--- src/rtl/ballot_gate_if.sv ---
// ballot_gate_if
//   Groups the voter-facing signals of the ballot gate into one bundle.
//   master : the side that drives the buttons, officer arm and mode
//            (debouncers / control panel) and observes the gate results.
//   slave  : the ballot gate itself.
//   Signals:
//     mode              0 = voting, 1 = result display
//     arm               poll-officer arm request
//     cand1Val..4Val    debounced candidate button levels
//     vote1..vote4      one-cycle accepted-vote strobes
//     valid_vote_casted one-cycle pulse alongside any voteN strobe
//     armed             high while the gate waits for a selection
//     err_multi         one-cycle pulse on a rejected multi-press
//     timeout           one-cycle pulse when an armed voter times out
//     total_ballots     saturating count of accepted ballots
interface ballot_gate_if;
    logic       mode;
    logic       arm;
    logic       cand1Val;
    logic       cand2Val;
    logic       cand3Val;
    logic       cand4Val;
    logic       vote1;
    logic       vote2;
    logic       vote3;
    logic       vote4;
    logic       valid_vote_casted;
    logic       armed;
    logic       err_multi;
    logic       timeout;
    logic [9:0] total_ballots;

    modport master (
        output mode, arm, cand1Val, cand2Val, cand3Val, cand4Val,
        input  vote1, vote2, vote3, vote4, valid_vote_casted,
               armed, err_multi, timeout, total_ballots
    );

    modport slave (
        input  mode, arm, cand1Val, cand2Val, cand3Val, cand4Val,
        output vote1, vote2, vote3, vote4, valid_vote_casted,
               armed, err_multi, timeout, total_ballots
    );
endinterface

--- src/rtl/ballot_gate.sv ---
// ballot_gate
//   Per-voter ballot gate between the button debouncers and the vote
//   counter. An officer arm admits exactly one candidate selection, which
//   is forwarded as a single-cycle vote strobe. Multi-candidate presses are
//   rejected, and the voter must release every button and sit out a
//   lockout before the next voter can be armed. A saturating count of
//   accepted ballots is kept for cross-checking the counter totals.
//
//   Ports:
//     clk  system clock, all logic on the rising edge
//     rst  synchronous active-high reset
//     bus  ballot_gate_if.slave (buttons, arm, mode in; strobes, status out)
//
//   Parameters:
//     LOCKOUT_CYCLES  cycles spent in LOCKOUT after release (>= 1)
//     TIMEOUT_CYCLES  cycles ARMED may wait for a selection (>= 1),
//                     only meaningful with BALLOT_TIMEOUT_EN
//
//   Build option:
//     BALLOT_TIMEOUT_EN  when defined, an armed voter who presses nothing
//                        for TIMEOUT_CYCLES cycles is dropped back to IDLE
//                        with a timeout pulse; otherwise ARMED waits
//                        indefinitely and timeout is held at 0.
module ballot_gate #(
    parameter int LOCKOUT_CYCLES = 16,
    parameter int TIMEOUT_CYCLES = 1000
) (
    input logic         clk,
    input logic         rst,
    ballot_gate_if.slave bus
);

    if (LOCKOUT_CYCLES < 1 || TIMEOUT_CYCLES < 1) begin : g_bad_param
        $error("ballot_gate: LOCKOUT_CYCLES and TIMEOUT_CYCLES must be >= 1");
    end

    typedef enum logic [1:0] {
        IDLE,
        ARMED,
        WAIT_RELEASE,
        LOCKOUT
    } state_t;

    localparam int LOCK_W = (LOCKOUT_CYCLES > 1) ? $clog2(LOCKOUT_CYCLES) : 1;
    localparam logic [LOCK_W-1:0] LOCK_LOAD = LOCK_W'(LOCKOUT_CYCLES - 1);

    state_t            state;
    logic [3:0]        prev;
    logic [3:0]        vote_q;
    logic              valid_q;
    logic              armed_q;
    logic              err_q;
    logic [9:0]        total_q;
    logic [LOCK_W-1:0] lock_cnt;

`ifdef BALLOT_TIMEOUT_EN
    localparam int TO_W = (TIMEOUT_CYCLES > 1) ? $clog2(TIMEOUT_CYCLES) : 1;
    localparam logic [TO_W-1:0] TO_LOAD = TO_W'(TIMEOUT_CYCLES - 1);

    logic [TO_W-1:0] to_cnt;
    logic            to_q;
`endif

    logic [3:0] cands;
    logic [3:0] rise;
    logic       any_high;
    logic       many_high;
    logic       single_rise;
    logic       multi_rise;

    // A valid ballot is one level high and that level just rose; any rise
    // while two or more levels are high is a rejected multi-press.
    // x & (x-1) clears the lowest set bit, so it is nonzero only when at
    // least two buttons are held.
    assign cands       = {bus.cand4Val, bus.cand3Val, bus.cand2Val, bus.cand1Val};
    assign rise        = cands & ~prev;
    assign any_high    = |cands;
    assign many_high   = |(cands & (cands - 4'd1));
    assign single_rise = (|rise) && !many_high;
    assign multi_rise  = (|rise) && many_high;

    // Gate state machine. All outputs are registered here; strobes default
    // to 0 every cycle so each one lasts exactly one cycle. mode = 1 forces
    // IDLE and clears the counters but leaves total_ballots alone.
    always_ff @(posedge clk) begin
        if (rst) begin
            state    <= IDLE;
            prev     <= 4'b0000;
            vote_q   <= 4'b0000;
            valid_q  <= 1'b0;
            armed_q  <= 1'b0;
            err_q    <= 1'b0;
            total_q  <= 10'd0;
            lock_cnt <= '0;
`ifdef BALLOT_TIMEOUT_EN
            to_cnt   <= '0;
            to_q     <= 1'b0;
`endif
        end else begin
            prev    <= cands;
            vote_q  <= 4'b0000;
            valid_q <= 1'b0;
            err_q   <= 1'b0;
`ifdef BALLOT_TIMEOUT_EN
            to_q    <= 1'b0;
`endif
            if (bus.mode) begin
                state    <= IDLE;
                armed_q  <= 1'b0;
                lock_cnt <= '0;
`ifdef BALLOT_TIMEOUT_EN
                to_cnt   <= '0;
`endif
            end else begin
                case (state)
                    IDLE: begin
                        if (bus.arm && !any_high) begin
                            state   <= ARMED;
                            armed_q <= 1'b1;
`ifdef BALLOT_TIMEOUT_EN
                            to_cnt  <= TO_LOAD;
`endif
                        end
                    end
                    ARMED: begin
                        if (single_rise) begin
                            vote_q  <= rise;
                            valid_q <= 1'b1;
                            if (total_q != 10'h3FF) begin
                                total_q <= total_q + 10'd1;
                            end
                            state   <= WAIT_RELEASE;
                            armed_q <= 1'b0;
                        end else if (multi_rise) begin
                            err_q   <= 1'b1;
                            state   <= WAIT_RELEASE;
                            armed_q <= 1'b0;
                        end
`ifdef BALLOT_TIMEOUT_EN
                        // A vote or reject in the expiry cycle wins over
                        // the timeout because it is checked first.
                        else if (to_cnt == '0) begin
                            to_q    <= 1'b1;
                            state   <= IDLE;
                            armed_q <= 1'b0;
                        end else begin
                            to_cnt <= to_cnt - 1'b1;
                        end
`endif
                    end
                    WAIT_RELEASE: begin
                        if (!any_high) begin
                            lock_cnt <= LOCK_LOAD;
                            state    <= LOCKOUT;
                        end
                    end
                    LOCKOUT: begin
                        if (lock_cnt == '0) begin
                            state <= IDLE;
                        end else begin
                            lock_cnt <= lock_cnt - 1'b1;
                        end
                    end
                    default: begin
                        state   <= IDLE;
                        armed_q <= 1'b0;
                    end
                endcase
            end
        end
    end

    assign bus.vote1             = vote_q[0];
    assign bus.vote2             = vote_q[1];
    assign bus.vote3             = vote_q[2];
    assign bus.vote4             = vote_q[3];
    assign bus.valid_vote_casted = valid_q;
    assign bus.armed             = armed_q;
    assign bus.err_multi         = err_q;
    assign bus.total_ballots     = total_q;
`ifdef BALLOT_TIMEOUT_EN
    assign bus.timeout           = to_q;
`else
    assign bus.timeout           = 1'b0;
`endif

endmodule

--- src/flat_wrapper.sv ---
// flat-port wrapper written by rule: the top's interface ports become plain ports
module ballot_gate_flat 
#(
    parameter int LOCKOUT_CYCLES = 16,
    parameter int TIMEOUT_CYCLES = 1000
)
  (clk, rst, bus_mode, bus_arm, bus_cand1Val, bus_cand2Val, bus_cand3Val, bus_cand4Val, bus_vote1, bus_vote2, bus_vote3, bus_vote4, bus_valid_vote_casted, bus_armed, bus_err_multi, bus_timeout, bus_total_ballots);
  ballot_gate_if bus_i ();
  input logic clk;
  input logic rst;
  input wire logic [$bits(bus_i.mode)-1:0] bus_mode;
  input wire logic [$bits(bus_i.arm)-1:0] bus_arm;
  input wire logic [$bits(bus_i.cand1Val)-1:0] bus_cand1Val;
  input wire logic [$bits(bus_i.cand2Val)-1:0] bus_cand2Val;
  input wire logic [$bits(bus_i.cand3Val)-1:0] bus_cand3Val;
  input wire logic [$bits(bus_i.cand4Val)-1:0] bus_cand4Val;
  output wire logic [$bits(bus_i.vote1)-1:0] bus_vote1;
  output wire logic [$bits(bus_i.vote2)-1:0] bus_vote2;
  output wire logic [$bits(bus_i.vote3)-1:0] bus_vote3;
  output wire logic [$bits(bus_i.vote4)-1:0] bus_vote4;
  output wire logic [$bits(bus_i.valid_vote_casted)-1:0] bus_valid_vote_casted;
  output wire logic [$bits(bus_i.armed)-1:0] bus_armed;
  output wire logic [$bits(bus_i.err_multi)-1:0] bus_err_multi;
  output wire logic [$bits(bus_i.timeout)-1:0] bus_timeout;
  output wire logic [$bits(bus_i.total_ballots)-1:0] bus_total_ballots;
  assign bus_i.mode = bus_mode;
  assign bus_i.arm = bus_arm;
  assign bus_i.cand1Val = bus_cand1Val;
  assign bus_i.cand2Val = bus_cand2Val;
  assign bus_i.cand3Val = bus_cand3Val;
  assign bus_i.cand4Val = bus_cand4Val;
  assign bus_vote1 = bus_i.vote1;
  assign bus_vote2 = bus_i.vote2;
  assign bus_vote3 = bus_i.vote3;
  assign bus_vote4 = bus_i.vote4;
  assign bus_valid_vote_casted = bus_i.valid_vote_casted;
  assign bus_armed = bus_i.armed;
  assign bus_err_multi = bus_i.err_multi;
  assign bus_timeout = bus_i.timeout;
  assign bus_total_ballots = bus_i.total_ballots;
  ballot_gate #(.LOCKOUT_CYCLES(LOCKOUT_CYCLES), .TIMEOUT_CYCLES(TIMEOUT_CYCLES)) u_core (.clk(clk), .rst(rst), .bus(bus_i));
endmodule
--- config.mk ---
export PLATFORM = sky130hd
export DESIGN_NAME = ballot_gate_flat
export DESIGN_NICKNAME = d
export VERILOG_FILES = /design/src/rtl/ballot_gate_if.sv /design/src/rtl/ballot_gate.sv /design/src/flat_wrapper.sv
export SDC_FILE = /design/constraint.sdc
export NUM_CORES = 1
export LEC_CHECK = 0
export BUFFER_PORTS_ARGS = -buffer_cell sky130_fd_sc_hd__buf_2
export CORE_UTILIZATION = 25
export DETAILED_ROUTE_END_ITERATION = 8
export PLACE_DENSITY = 0.45
export SLEW_MARGIN = 20
export SYNTH_ARGS = -nofsm -noshare
export SYNTH_HDL_FRONTEND = slang
export SYNTH_SLANG_ARGS = --single-unit
export TNS_END_PERCENT = 1
--- constraint.sdc ---
create_clock -name clk -period 4.55 [get_ports clk]
set_input_delay 0 -clock clk [delete_from_list [all_inputs] [get_ports clk]]
set_output_delay 0 -clock clk [all_outputs]
set_load 0.02 [all_outputs]
==> results.toml <==
[detailed_routing]
wl_um = 2731
drt-met1-wl_um = 1344
met3_length_um = 86
routed-wl-met2_um = 1256
maxUsedRoutingLayer = "met4"
drt-vias-per-instance = 4.450
drc = 0
first_pass_iteration_count_of_the_detailed_router = 4
wl_per_cell_um = 11.47
drtIter0Drc = 53
drtAntennaViolNets = 0
detailroute.via_count = 1059

[hold_path]
whs_path_depth = 2
worst_hold_path_class = "input pin to flip-flop"
worst_hold_startpoint = "bus_cand3Val"
hold-path-endpoint = "u_core.prev[2]"

[power]
power-per-cell-area_mw_per_mm2 = 257.6
power_leakage_nw = 0.6078
max-vdd-ir-drop_mv = 0.09972

[cells_and_area]
fill_cells = 553
postLayoutCellArea_mm2 = 0.001569
final_core_utilization_pct = 30.72
finalNetCount = 183
antenna_diode_count = 0
area_delta_synth_final_pct = 18.19
layout-drive-gt1-share_pct = 22.02

[logic_synthesis]
synth_most_common_cell = "dfxtp_1"
synth.ff_latch_count = 27
xor_and_xnor_fraction_of_the_mapped_netlist_area_pct = 4.618
share_of_the_synthesized_area_in_the_top_cell_type_pct = 40.72
synth.lib_cells_used.distinct = 43
synth_simple_gate_area_share_pct = 30.44
asyncSetResetFlopFracSynth_pct = 0
synth_commonest_cells = "dfxtp_1, nor2_1, inv_1"
synth_flop_cell = "dfxtp_1"
synth.area.mux_share_pct = 2.356
dominant_combinational_cell_family_by_area_after_synthesis = "simple AND/OR/NAND/NOR gates"
netlist_area_mm2 = 0.001328
synth_largest_area_cell = "dfxtp_1"
synth_cells = 143
synth_adder_area_share_pct = 5.655
synth.yosys.warnings = 0
postSynthNetCount = 157
top_post_synthesis_cells_by_area = "dfxtp_1, ha_1, nor2_1"
synth_compound_area_share_pct = 12.25
avgSynthCellArea_um2 = 9.283
synth-edff-count = 0
part_of_the_yosys_area_used_for_sequential_elements_pct = 40.72

[global_routing]
grt_pass1_wl_um = 4767
grt_overflow = 0
initial_antenna_violation_count = 0
grt_max_degree = 18
groute.usage.overall_pct = 10.95
first_global_vias = 1010

[clock_network]
post_cts_resized = 0
cts_hold_buf = 0
cts_buffers = 3
clk_transition_reported_paths_ns = 0.10
cts_setup_buffers = 0
clock-root-buffer = "clkbuf_8"
cts_tree = "built"
cts_htree_levels = 1
clk-insertion-delay-late_ns = 0.28
tritoncts_num_sinks = 27
ctsLongestPathBuffers = 2

[timing]
worst_slew_margin_rel_pct = 60.39
setup_skew_after_layout_ns = 0.007654
max_slew_violations = 0
fmax_mhz = 506.2
setup_repair_after_global_routing_missed_its_margin = "false"
period_minus_slack_ns = 1.976
setup_total_negative_slack_ns = 0
final_min_period_over_clock_period_pct = 43.42
worst_hold_slack_ns = 0.01638
timing.final.ws_setup_ns = 2.574
finalHoldViolCount = 0
timing_worst_slew_pin_value_ns = 0.5919
timing.final.setup_violations = 0

[run]
timing.max_cap.violations = 0

[setup_path]
r2r_end = "u_core.bus.total_ballots[7]"
rr_worst_depth = 7
cp_data_required_time_ns = 4.72
critical_path.endpoint_type = "flip-flop"
critical_path_class = "flip-flop to flip-flop"
crit_arrival_ns = 2.15
worstSetupStartpointType = "flip-flop"
critPathMaxFanout = 5
r2r_slack_ns = 2.57
crit-reg2reg-launch = "u_core.state[1]"

[floorplanning]
initial_core_util_pct = 25.99
rows = 26
floorplan.io_pins = 26
horizontal_die_dimension_um = 74.87
floorplan.die.height_um = 74.87
coreArea_mm2 = 0.005107
floorplan.die_area_mm2 = 0.005606

[status]
status = "completed"

[placed_design]
hpwlAfterDp_um = 2096
gp_congestion = 0.8100
placement.cell_area_mm2 = 0.001520
io_buffers = 24
preCtsSetupSlack_ns = 2.565
-- sequential cells by signal (all words and copies together), names as in the netlist --
name / flops
u_core.bus.valid_vote_casted: 1
u_core.bus.armed: 1
u_core.vote_q: 4
u_core.prev: 4
u_core.state: 2
u_core.bus.err_multi: 1
u_core.bus.total_ballots: 10
u_core.lock_cnt: 4
-- worst max-delay path: stages (launching register included) --
cell and delay, ns:
dfxtp_1 0.34, inv_1 0.10, ha_1 0.28, nand2b_1 0.08, a41o_1 0.31, nor4b_4 0.32
nand3_1 0.12, mux2_1 0.32
-- cell usage in the layout (no fill, tap or decap), types with 2 or more instances in the layout --
cell type and n:
nor4b_1 2, xnor2_1 7, ha_1 6, nand2b_1 5
nor3_1 4, nor2_1 20, nand3_1 7, nand4_1 2
nor2b_1 5, a21o_1 4, mux2i_1 2, buf_2 24
a21oi_1 7, nand2_1 2, or2_2 2, nand3b_1 2
dfxtp_1 27, a211oi_1 3, inv_1 9, nor4_1 2
and3_1 2, clkbuf_8 3
-- metrics by stage --
stage	cells	power [W]
6_report	238	0.0004043
5_1_grt	238	0.0004276
4_1_cts	238	0.0004117
3_5_place_dp	234	0.0002684
3_3_place_gp	234	0.0002681
2_1_floorplan	143	0.0002591
-- metal layers --
layer,up-vias,GRT usage [%]
met3,4,1.740
met5,-,0
li1,546,-
met4,0,3.774
met1,493,14.77
met2,16,17.72
-- worst max path at each step --
stage / from / to / cells after the start
detailed placement: u_core.state[1] / u_core.bus.total_ballots[7] / 7
floorplan: u_core.bus.total_ballots[0] / u_core.bus.total_ballots[7] / 6
finish: u_core.state[1] / u_core.bus.total_ballots[7] / 7
global placement: u_core.state[1] / u_core.bus.total_ballots[7] / 7
CTS: u_core.state[1] / u_core.bus.total_ballots[7] / 7
global route: u_core.state[1] / u_core.bus.total_ballots[7] / 7
-- where the power goes --
part           total [W]  switching, W  leakage (nW)  internal, W
Combinational  0.0000236     0.0000158         0.368   0.00000773
Clock           0.000142     0.0000795        0.0217    0.0000622
Sequential      0.000239   0.000000610         0.219     0.000238
Total           0.000404     0.0000959         0.608     0.000308
-- kinds of logic (layout without fill, tap and decap cells) --
logic type | Yosys count | count (layout)
compound gates | 21 | 21
xor+xnor | 7 | 7
fa+ha+maj | 6 | 6
buf+inv | 12 | 37
flops | 27 | 27
mux | 3 | 3
other cells | 1 | 1
simple gates | 66 | 66
-- final cells by class --
class                      instances  area (um^2)  area share, %
multi-input combinational        104        738.2          47.05
sequential                        27        540.5          34.45
timing repair buffer              24        120.1          7.656
tap                               70        87.58          5.582
clock buffer                       3        41.29          2.632
inverter                           9        33.78          2.153
clock inverter                     1        7.507         0.4785
No activity file was read; power rests on OpenSTA's default activity.
